### src/rtl/alu_request_arbiter.sv
// alu_request_arbiter
//
// Shares one ALU (control unit plus add/sub, Radix-4 mul and SRT-2 div
// datapath) between N_REQ client blocks. A round-robin pick in IDLE selects a
// winner and latches its op code and operands. START pulses gnt and alu_begin
// for one cycle. RUN feeds alu_inbus from the latched operands on the ALU's
// load strobes and captures alu_outbus one cycle after each push strobe. RESP
// holds the result for the winner until it accepts it with resp_ready.
//
// Parameters:
//   W               operand/result width
//   N_REQ           number of requesters (2..8)
//   TIMEOUT_CYCLES  watchdog limit in RUN cycles (watchdog build only)
//
// Ports:
//   clk, reset_input                 clock, synchronous active-high reset
//   req, req_op, req_a/q/m           per-requester request level, op, operands
//   gnt                              one-hot, one-cycle grant pulse
//   resp_valid, resp_ready           one-hot result handshake
//   resp_a, resp_q, resp_err         captured results, watchdog abort flag
//   alu_begin, alu_op, alu_reset     ALU control
//   alu_inbus                        operand bus into the ALU (combinational)
//   alu_load_a/q/m, alu_push_a/q     ALU register-load and push strobes
//   alu_outbus, alu_end              ALU result bus and completion pulse
//
// Configuration macro: ALU_ARB_TIMEOUT_EN enables the RUN watchdog. Without it
// there is no counter, resp_err is constant 0 and alu_reset follows
// reset_input.

module alu_request_arbiter #(
    parameter int W              = 8,
    parameter int N_REQ          = 4,
    parameter int TIMEOUT_CYCLES = 255
) (
    input  logic               clk,
    input  logic               reset_input,
    input  logic [N_REQ-1:0]   req,
    input  logic [2*N_REQ-1:0] req_op,
    input  logic [W*N_REQ-1:0] req_a,
    input  logic [W*N_REQ-1:0] req_q,
    input  logic [W*N_REQ-1:0] req_m,
    output logic [N_REQ-1:0]   gnt,
    output logic [N_REQ-1:0]   resp_valid,
    input  logic [N_REQ-1:0]   resp_ready,
    output logic [W-1:0]       resp_a,
    output logic [W-1:0]       resp_q,
    output logic               resp_err,
    output logic               alu_begin,
    output logic [1:0]         alu_op,
    output logic               alu_reset,
    output logic [W-1:0]       alu_inbus,
    input  logic               alu_load_a,
    input  logic               alu_load_q,
    input  logic               alu_load_m,
    input  logic               alu_push_a,
    input  logic               alu_push_q,
    input  logic [W-1:0]       alu_outbus,
    input  logic               alu_end
);

    localparam int IDX_W = (N_REQ > 1) ? $clog2(N_REQ) : 1;

    typedef enum logic [3:0] {
        IDLE  = 4'b0001,
        START = 4'b0010,
        RUN   = 4'b0100,
        RESP  = 4'b1000
    } state_t;

    state_t           state;
    state_t           state_next;
    logic [IDX_W-1:0] rr_ptr;
    logic [IDX_W-1:0] winner;
    logic [IDX_W-1:0] pick_idx;
    logic [W-1:0]     a_lat;
    logic [W-1:0]     q_lat;
    logic [W-1:0]     m_lat;
    logic             arm_a;
    logic             arm_q;
    logic             timeout_hit;
    logic             winner_ready;

    // Index arithmetic modulo N_REQ, valid for N_REQ that is not a power of two.
    function automatic logic [IDX_W-1:0] wrap_idx(input int base, input int offset);
        int sum;
        sum = base + offset;
        if (sum >= N_REQ) sum = sum - N_REQ;
        return sum[IDX_W-1:0];
    endfunction

    function automatic logic [N_REQ-1:0] one_hot(input logic [IDX_W-1:0] idx);
        logic [N_REQ-1:0] v;
        v      = '0;
        v[idx] = 1'b1;
        return v;
    endfunction

    // Round-robin pick: scan from the farthest offset down so the last hit,
    // which is the first set bit at or after rr_ptr, is the one that sticks.
    always_comb begin
        pick_idx = '0;
        for (int i = N_REQ - 1; i >= 0; i--) begin
            if (req[wrap_idx(int'(rr_ptr), i)]) pick_idx = wrap_idx(int'(rr_ptr), i);
        end
    end

    assign winner_ready = resp_ready[winner];

    // Next-state logic. Only the winner's ready bit can end RESP, and RUN ends
    // on the ALU's completion pulse or on a watchdog expiry.
    always_comb begin
        state_next = state;
        unique case (state)
            IDLE:    if (|req) state_next = START;
            START:   state_next = RUN;
            RUN:     if (alu_end || timeout_hit) state_next = RESP;
            RESP:    if (winner_ready) state_next = IDLE;
            default: state_next = IDLE;
        endcase
    end

    // Operand bus: the ALU asserts at most one load strobe at a time; if it
    // ever asserts more, A wins over Q and Q over M. Outside RUN the bus idles
    // at 0.
    always_comb begin
        alu_inbus = '0;
        if (state == RUN) begin
            if (alu_load_a)      alu_inbus = a_lat;
            else if (alu_load_q) alu_inbus = q_lat;
            else if (alu_load_m) alu_inbus = m_lat;
        end
    end

    // State register plus all registered outputs. alu_op doubles as the latched
    // op code, since it must hold that value from START through RESP anyway.
    // Results are cleared at START so a register the ALU never pushes reads 0.
    // A push arms a capture and OUTBUS is taken one cycle later, including in
    // the cycle that carries alu_end.
    always_ff @(posedge clk) begin
        if (reset_input) begin
            state      <= IDLE;
            rr_ptr     <= '0;
            winner     <= '0;
            a_lat      <= '0;
            q_lat      <= '0;
            m_lat      <= '0;
            arm_a      <= 1'b0;
            arm_q      <= 1'b0;
            gnt        <= '0;
            resp_valid <= '0;
            resp_a     <= '0;
            resp_q     <= '0;
            alu_begin  <= 1'b0;
            alu_op     <= 2'b00;
        end else begin
            state     <= state_next;
            gnt       <= '0;
            alu_begin <= 1'b0;
            case (state)
                IDLE: begin
                    if (|req) begin
                        winner    <= pick_idx;
                        alu_op    <= req_op[2*pick_idx +: 2];
                        a_lat     <= req_a[W*pick_idx +: W];
                        q_lat     <= req_q[W*pick_idx +: W];
                        m_lat     <= req_m[W*pick_idx +: W];
                        gnt       <= one_hot(pick_idx);
                        alu_begin <= 1'b1;
                    end
                end
                START: begin
                    resp_a <= '0;
                    resp_q <= '0;
                    arm_a  <= 1'b0;
                    arm_q  <= 1'b0;
                end
                RUN: begin
                    arm_a <= alu_push_a;
                    arm_q <= alu_push_q;
                    if (arm_a) resp_a <= alu_outbus;
                    if (arm_q) resp_q <= alu_outbus;
                    if (alu_end) begin
                        resp_valid <= one_hot(winner);
                        arm_a      <= 1'b0;
                        arm_q      <= 1'b0;
                    end else if (timeout_hit) begin
                        resp_valid <= one_hot(winner);
                        resp_a     <= '0;
                        resp_q     <= '0;
                        arm_a      <= 1'b0;
                        arm_q      <= 1'b0;
                    end
                end
                RESP: begin
                    if (winner_ready) begin
                        resp_valid <= '0;
                        rr_ptr     <= wrap_idx(int'(winner), 1);
                        alu_op     <= 2'b00;
                    end
                end
                default: ;
            endcase
        end
    end

`ifdef ALU_ARB_TIMEOUT_EN
    localparam int               CNT_W     = $clog2(TIMEOUT_CYCLES + 1);
    localparam logic [CNT_W-1:0] TMO_LIMIT = CNT_W'(TIMEOUT_CYCLES);

    logic [CNT_W-1:0] run_cnt;
    logic             err_q;

    // run_cnt equals the 1-based index of the current RUN cycle, so the abort
    // reset lands exactly in RUN cycle TIMEOUT_CYCLES. A real alu_end in that
    // same cycle still counts as a normal completion.
    assign timeout_hit = (state == RUN) && !alu_end && (run_cnt == TMO_LIMIT);
    assign alu_reset   = reset_input | timeout_hit;
    assign resp_err    = err_q;

    // Watchdog counter and error flag; the flag lives for one RESP phase.
    always_ff @(posedge clk) begin
        if (reset_input) begin
            run_cnt <= '0;
            err_q   <= 1'b0;
        end else begin
            if (state == START) begin
                run_cnt <= CNT_W'(1);
            end else if ((state == RUN) && (run_cnt != TMO_LIMIT)) begin
                run_cnt <= run_cnt + 1'b1;
            end
            if (timeout_hit) begin
                err_q <= 1'b1;
            end else if ((state == RESP) && winner_ready) begin
                err_q <= 1'b0;
            end
        end
    end
`else
    // No watchdog: nothing can abort a run, and resp_err is always 0.
    assign timeout_hit = 1'b0;
    assign alu_reset   = reset_input;
    assign resp_err    = (TIMEOUT_CYCLES < 0);
`endif

endmodule
### config.mk
export PLATFORM = sky130hd
export DESIGN_NAME = alu_request_arbiter
export DESIGN_NICKNAME = d
export VERILOG_FILES = /design/src/rtl/alu_request_arbiter.sv
export SDC_FILE = /design/constraint.sdc
export NUM_CORES = 1
export LEC_CHECK = 0
export CORE_ASPECT_RATIO = 1.75
export CORE_MARGIN = 10
export CORE_UTILIZATION = 44
export DETAILED_ROUTE_END_ITERATION = 6
export PLACE_DENSITY = 0.95
export SLEW_MARGIN = 0
export SYNTH_ARGS = -nofsm -noshare
export SYNTH_HDL_FRONTEND = slang
export SYNTH_SLANG_ARGS = --single-unit
### constraint.sdc
create_clock -name clk -period 4.5 [get_ports clk]
set_clock_uncertainty 0.1 [all_clocks]
set_input_delay 0.675 -clock clk [delete_from_list [all_inputs] [get_ports clk]]
set_output_delay 0.675 -clock clk [all_outputs]
set_load 0.03 [all_outputs]
==> results of run 1 <==
logic make-up after synthesis:
logic type               Yosys count
AND/OR/NAND/NOR                  216
AO/OA/AOI/OAI                    111
flip-flops                        61
buffers and inverters             40
multiplexers                       9
adder cells (fa/ha/maj)            4
other                              1
final cells by class:
class                      count  area (um2)
fill                         577        2220
multi-input combinational    341        1960
timing repair buffer         169        1670
sequential                    61        1220
clock buffer                  10         239
tap                           88         110
clock inverter                 5        75.1
inverter                       4        15.0
worst max-delay path by stage:
stage	from	endpoint	cells past startpoint
floorplan	state[0]$_SDFFE_PP1P_	alu_inbus[0]	4
global placement	req[0]	m_lat[2]$_SDFFE_PP0P_	7
detailed placement	req[0]	m_lat[4]$_SDFFE_PP0P_	7
CTS	alu_load_q	alu_inbus[1]	5
global route	alu_load_q	alu_inbus[7]	6
finish	alu_load_q	alu_inbus[1]	5
routing by layer:
| metal | up-vias | global-route usage | share of wire |
|---|---|---|---|
| met5 | - | 0 | 0 |
| met4 | 0 | 0.0949 | 0.026 |
| met3 | 20 | 0.0809 | 0.10 |
| met2 | 154 | 0.380 | 0.52 |
| met1 | 1775 | 0.199 | 0.35 |
| li1 | 1856 | - | - |
power breakdown:
part           internal [mW]  switching [mW]  total [mW]  leakage (nW)
sequential             0.597          0.0423       0.639         0.499
clock                  0.493           0.240       0.734         0.158
combinational          0.229           0.217       0.445          1.38
total                   1.32           0.500        1.82          2.04
cell usage in the layout, fill, tap and decap left out, types with 2 or more instances in the layout:
master and count:
clkdlybuf4s50_1 162, nor4b_1 2, nand2_1 119, nor2b_1 4
mux2i_1 8, or3_1 2, a311o_1 25, inv_1 4
nor3_1 4, bufinv_16 2, a21oi_1 15, nor2_1 61
o21ai_0 11, clkbuf_16 9, a31oi_1 25, clkinv_2 3
and2_1 8, a22o_1 6, dfxtp_1 61, nand2b_1 3
a32oi_1 16, a22oi_1 2, buf_4 6, o21a_1 2
ha_1 4, or2_2 4
sequential cells by signal, indices dropped and copies added (netlist names):
register    cells
arm_a           1
resp_q          8
resp_a          8
a_lat           8
alu_op          2
rr_ptr          2
resp_valid      4
alu_begin       1
q_lat           8
arm_q           1
gnt             4
state           4
m_lat           8
winner          2
worst max-delay path, cell delays in order:
cell	delay (ns)
clkdlybuf4s50_1	0.76
a21oi_1	0.14
o21ai_0	0.17
and2_1	0.16
clkdlybuf4s50_1	0.67
metrics by stage:
| step | util | cell area [um2] | worst slack (ns) |
|---|---|---|---|
| after floorplan | - | 3390 | 2.03 |
| after global placement | 0.663 | 4980 | 1.18 |
| after detailed placement | 0.663 | 4980 | 1.13 |
| after CTS | 0.705 | 5300 | 1.14 |
| after global routing | 0.705 | 5300 | 1.02 |
| final | 0.705 | 5300 | 1.14 |
==> impl_metrics.json, run 1 <==
{
  "outcome": "finished, final reports clean",
  "synthSimpleGateAreaFrac": 0.277,
  "area_growth_pct": 56.3,
  "clock_latency_ns": 0.32,
  "r2r_start": "state[0]$_SDFFE_PP1P_",
  "synthAdderAreaFrac": 0.0148,
  "antenna_found_initial": 0,
  "startpoint_type": "input pin",
  "wl_per_cell_um": 18.6,
  "grt_pass1_wl_mm": 19.9,
  "overflow": 0,
  "postCtsHoldBufs": 0,
  "avgSynthCellArea_um2": 7.67,
  "finalSetupViolCount": 0,
  "path_clk_slew_ns": 0.05,
  "worst_pin_slew_ns": 0.992,
  "hp-start": "alu_op[1]$_SDFFE_PP0P_",
  "htreeDepth": 3,
  "ir_drop_mv": 0.290,
  "hpwl_mm": 9.73,
  "power.density_mw_per_mm2": 343,
  "grt_pass1_vias": 4108,
  "synth-compound-area-share": 0.251,
  "ant_nets": 0,
  "n_antenna_cell": 0,
  "gp_congestion": 0.906,
  "synth_top_area_share": 0.360,
  "r2r_end": "m_lat[4]$_SDFFE_PP0P_",
  "grtUsageTotal": 0.209,
  "hold_violations": 0,
  "cts_tree": "yes",
  "die_w_um": 86.3,
  "port_buffers": 163,
  "dpl.cell_count": 663,
  "synth_nets": 574,
  "fp.dieH_um": 136,
  "r2r_slack_ns": 1.88,
  "cts_sinks": 61,
  "initialDrtViolationCount": 147,
  "ys_seq_area_frac": 0.360,
  "initial_core_util": 0.451,
  "synth_mux_area_frac": 0.0303,
  "fin_crit_sh": 0.747,
  "ys_types": 45,
  "postSynth.asyncResetShare": 0,
  "worstHoldPathCells": 1,
  "critical_path_required_ns": 3.72,
  "ctsResizeCount": 0,
  "power.total_mw": 1.82,
  "synth_warnings": 0,
  "maxSlewHeadroom": 0.336,
  "die_area_mm2": 0.0118,
  "max-cap-violations": 0,
  "rows": 42,
  "num_vias": 3805,
  "synth_top_area_cell": "dfxtp_1",
  "drc": 0,
  "clockBufferDepth": 2,
  "totalWireLength_mm": 12.6,
  "nNetsFinal": 718,
  "grt_setup_unrepaired": "false",
  "viasPerCell": 5.61,
  "ys_top_cells_by_area": "dfxtp_1, nand2_1, a311o_1, nor2_1, a31oi_1",
  "yosys-top-cells-count": "nand2_1, dfxtp_1, nor2_1, a311o_1, a31oi_1",
  "synth_edf_count": 0,
  "io_pins": 165,
  "maxSlewViolCount": 0,
  "synth_top_family_by_area": "simple AND/OR/NAND/NOR gates",
  "period_needed_ns": 3.36,
  "cp-end-kind": "output port",
  "synth_xor_area_frac": 0,
  "max_freq_mhz": 298,
  "setup_tns_ns": 0,
  "synth_seq_cells": 61,
  "instances_no_fill": 678,
  "worstSetupPathType": "in -> out",
  "hold_path_class": "reg -> reg",
  "synth_area_mm2": 0.00339,
  "synthFlopType": "dfxtp_1",
  "yosysMostFrequentCell": "nand2_1",
  "drtPass1Iterations": 4,
  "drive_gt1_frac": 0.0610,
  "post_cts_buffers": 0,
  "timing.hold.ws_ns": 0.372,
  "p_leak_nw": 2.04,
  "grt_max_degree": 58,
  "clk_root_buffer_cell": "clkbuf_16",
  "synthCells": 442,
  "critPathArrivalTime_ns": 2.59,
  "cts_buffers": 9,
  "crit_fanout": 16,
  "core_mm2": 0.00751,
  "reg2regPathDepth": 4,
  "min_to": "alu_op[1]$_SDFFE_PP0P_"
}
(Power assumes the default switching activity.)
==> run 2, diff against run 1 <==
Settings changed: CORE_UTILIZATION 44 to 41, PLACE_DENSITY 0.95 to 0.91.
Clock period 4.5 ns to 3.5 ns, I/O delays scaled along.
==> run 2 against run 1 <==
  * Combinational power is 32% higher
  * Core utilization down 4.7 points
  * Flip-flop and latch count is the same
  * Sequential power up 29%
  * Worst hold slack gained 0.012 ns
  * Wire length is 10% higher
  * Clock-buffer cell count increased by 2
  * Final cell count increased by 0.29%
  * Largest power group is now sequential cells
  * Highest routed layer unchanged
==> impl_metrics.json, run 2 (synthesis gave the netlist of run 1 again) <==
{
  "outcome": "finished, final reports clean",
  "p_comb_frac": 0.264,
  "swShare": 0.294,
  "totalWireLength_mm": 13.9,
  "clockBufferDepth": 2,
  "grt_pass1_vias": 4053,
  "post_cts_buffers": 0,
  "top_layer_used": "met4",
  "hp-start": "alu_op[1]$_SDFFE_PP0P_",
  "htreeDepth": 3,
  "period_needed_ns": 3.23,
  "r2r_start": "state[0]$_SDFFE_PP1P_",
  "routed-wl-met3_mm": 1.87,
  "drc": 0,
  "r2r_slack_ns": 0.88,
  "drtPass1Iterations": 4,
  "min_to": "alu_op[1]$_SDFFE_PP0P_",
  "met2WireLength_mm": 6.52,
  "path_clk_slew_ns": 0.05,
  "reg2regPathDepth": 4,
  "crit_top_cell": "clkdlybuf4s50_1",
  "maxSlewViolCount": 0,
  "critical_path_required_ns": 2.87,
  "p_leak_nw": 2.02,
  "gp_congestion": 0.932,
  "cts_buffers": 9,
  "grt_pass1_wl_mm": 21.7,
  "wl_per_cell_um": 20.5,
  "max_freq_mhz": 310,
  "crit_slowest_cell": "clkdlybuf4s50_1",
  "drive_gt1_frac": 0.0577,
  "hpwl_mm": 10.4,
  "initialDrtViolationCount": 295,
  "worstSetupPathType": "in -> out",
  "seqPwrFrac": 0.368,
  "critPathArrivalTime_ns": 2.60,
  "rows": 43,
  "final_common_cell": "clkdlybuf4s50_1",
  "worstHoldPathCells": 1,
  "finalSetupViolCount": 0,
  "p_sw_mw": 0.656,
  "worst_pin_slew_ns": 1.05,
  "ir_drop_mv": 0.294,
  "io_pins": 165,
  "nNetsFinal": 716,
  "crit_fanout": 16,
  "cp-end-kind": "output port",
  "cts_sinks": 61,
  "grt_max_degree": 57,
  "port_buffers": 163,
  "cts_tree": "yes",
  "setup_tns_ns": 0,
  "core_mm2": 0.00802,
  "fin_crit_sh": 0.922,
  "critPathMaxStageDelay_ns": 0.80,
  "die_w_um": 88.7,
  "clk_root_buffer_cell": "clkbuf_16",
  "ant_nets": 0,
  "fill_cells": 655,
  "num_vias": 3991,
  "power.density_mw_per_mm2": 423,
  "path_cells": "clkdlybuf4s50_1, nor2_1, a21oi_1, o21ai_0, and2_1, clkdlybuf4s50_1",
  "clock_latency_ns": 0.32,
  "hold_path_class": "reg -> reg",
  "postCtsHoldBufs": 0,
  "initial_core_util": 0.423,
  "overflow": 0,
  "max-cap-violations": 0,
  "instances_no_fill": 680,
  "hold_violations": 0,
  "area_growth_pct": 55.7,
  "maxSlewHeadroom": 0.299,
  "antenna_found_initial": 1,
  "grtUsageTotal": 0.218,
  "final_cell_mix": "clkdlybuf4s50_1, nand2_1, nor2_1, dfxtp_1",
  "die_area_mm2": 0.0124,
  "dpl.cell_count": 663,
  "startpoint_type": "input pin",
  "ctsResizeCount": 0,
  "fp.dieH_um": 140,
  "met1_length_mm": 5.09,
  "internal_power_mw": 1.58,
  "grt_setup_unrepaired": "false",
  "viasPerCell": 5.87,
  "r2r_end": "m_lat[4]$_SDFFE_PP0P_",
  "clockPowerShare": 0.368
}
==> run 2: changes by cell type in the layout (fill, tap and decap cells not counted) <==
| cell | previous run | this run |
|---|---|---|
| clkbuf_8 | 1 | 2 |
| diode_2 | 0 | 1 |
| clkinvlp_4 | 0 | 1 |
| buf_4 | 6 | 2 |
| clkbuf_1 | 0 | 1 |
| buf_12 | 0 | 2 |
| bufinv_16 | 2 | 0 |
==> run 2: power by group through the flow <==
stage / Combinational [mW] / Clock [mW] / Sequential [mW]
floorplan: 0.347 / 0 / 0.829
global placement: 0.563 / 0 / 0.832
detailed placement: 0.579 / 0 / 0.833
CTS: 0.584 / 0.831 / 0.819
global route: 0.637 / 0.867 / 0.827
finish: 0.589 / 0.821 / 0.822
==> run 2: final cells by class <==
class,instances,area (um2),area share
timing repair buffer,167,1680,0.319
tap,90,113,0.0213
sequential,61,1220,0.231
multi-input combinational,341,1960,0.372
clock buffer,12,256,0.0486
inverter,4,15.0,0.00285
antenna,1,2.50,0.000474
clock inverter,4,22.5,0.00427
==> run 2: per-stage QoR <==
step                instance area [um2]   util  hold slack (ns)  total power [mW]  setup WS (ns)
finish                             5280  0.658            0.384              2.23          0.272
global route                       5280  0.658            0.401              2.33          0.185
CTS                                5270  0.658            0.384              2.23          0.372
detailed placement                 4990  0.623            0.367              1.41          0.374
global placement                   4990  0.623            0.363              1.39          0.403
floorplan                          3390      -            0.369              1.18           1.18
==> run 2: worst max path at each step <==
| stage | startpoint | endpoint | slack (ns) |
|---|---|---|---|
| floorplan | state[0]$_SDFFE_PP1P_ | alu_inbus[0] | 1.18 |
| global placement | alu_load_q | alu_inbus[5] | 0.40 |
| detailed placement | alu_load_q | alu_inbus[5] | 0.37 |
| CTS | alu_load_q | alu_inbus[5] | 0.37 |
| global route | alu_load_q | alu_inbus[2] | 0.18 |
| finish | alu_load_q | alu_inbus[2] | 0.27 |
==> run 2: per-layer routing <==
layer  vias up  global-route usage
met5         -                   0
met4         0              0.0727
met3        31              0.0923
met2       246               0.361
met1      1862               0.239
li1       1852                   -
==> run 2: worst max-delay path, delay by kind of cell <==
kind                   cells  cell delay [ns]
buffers and inverters      2             1.39
and+or+nand+nor            2             0.33
AOI/OAI and AO/OA          2             0.36
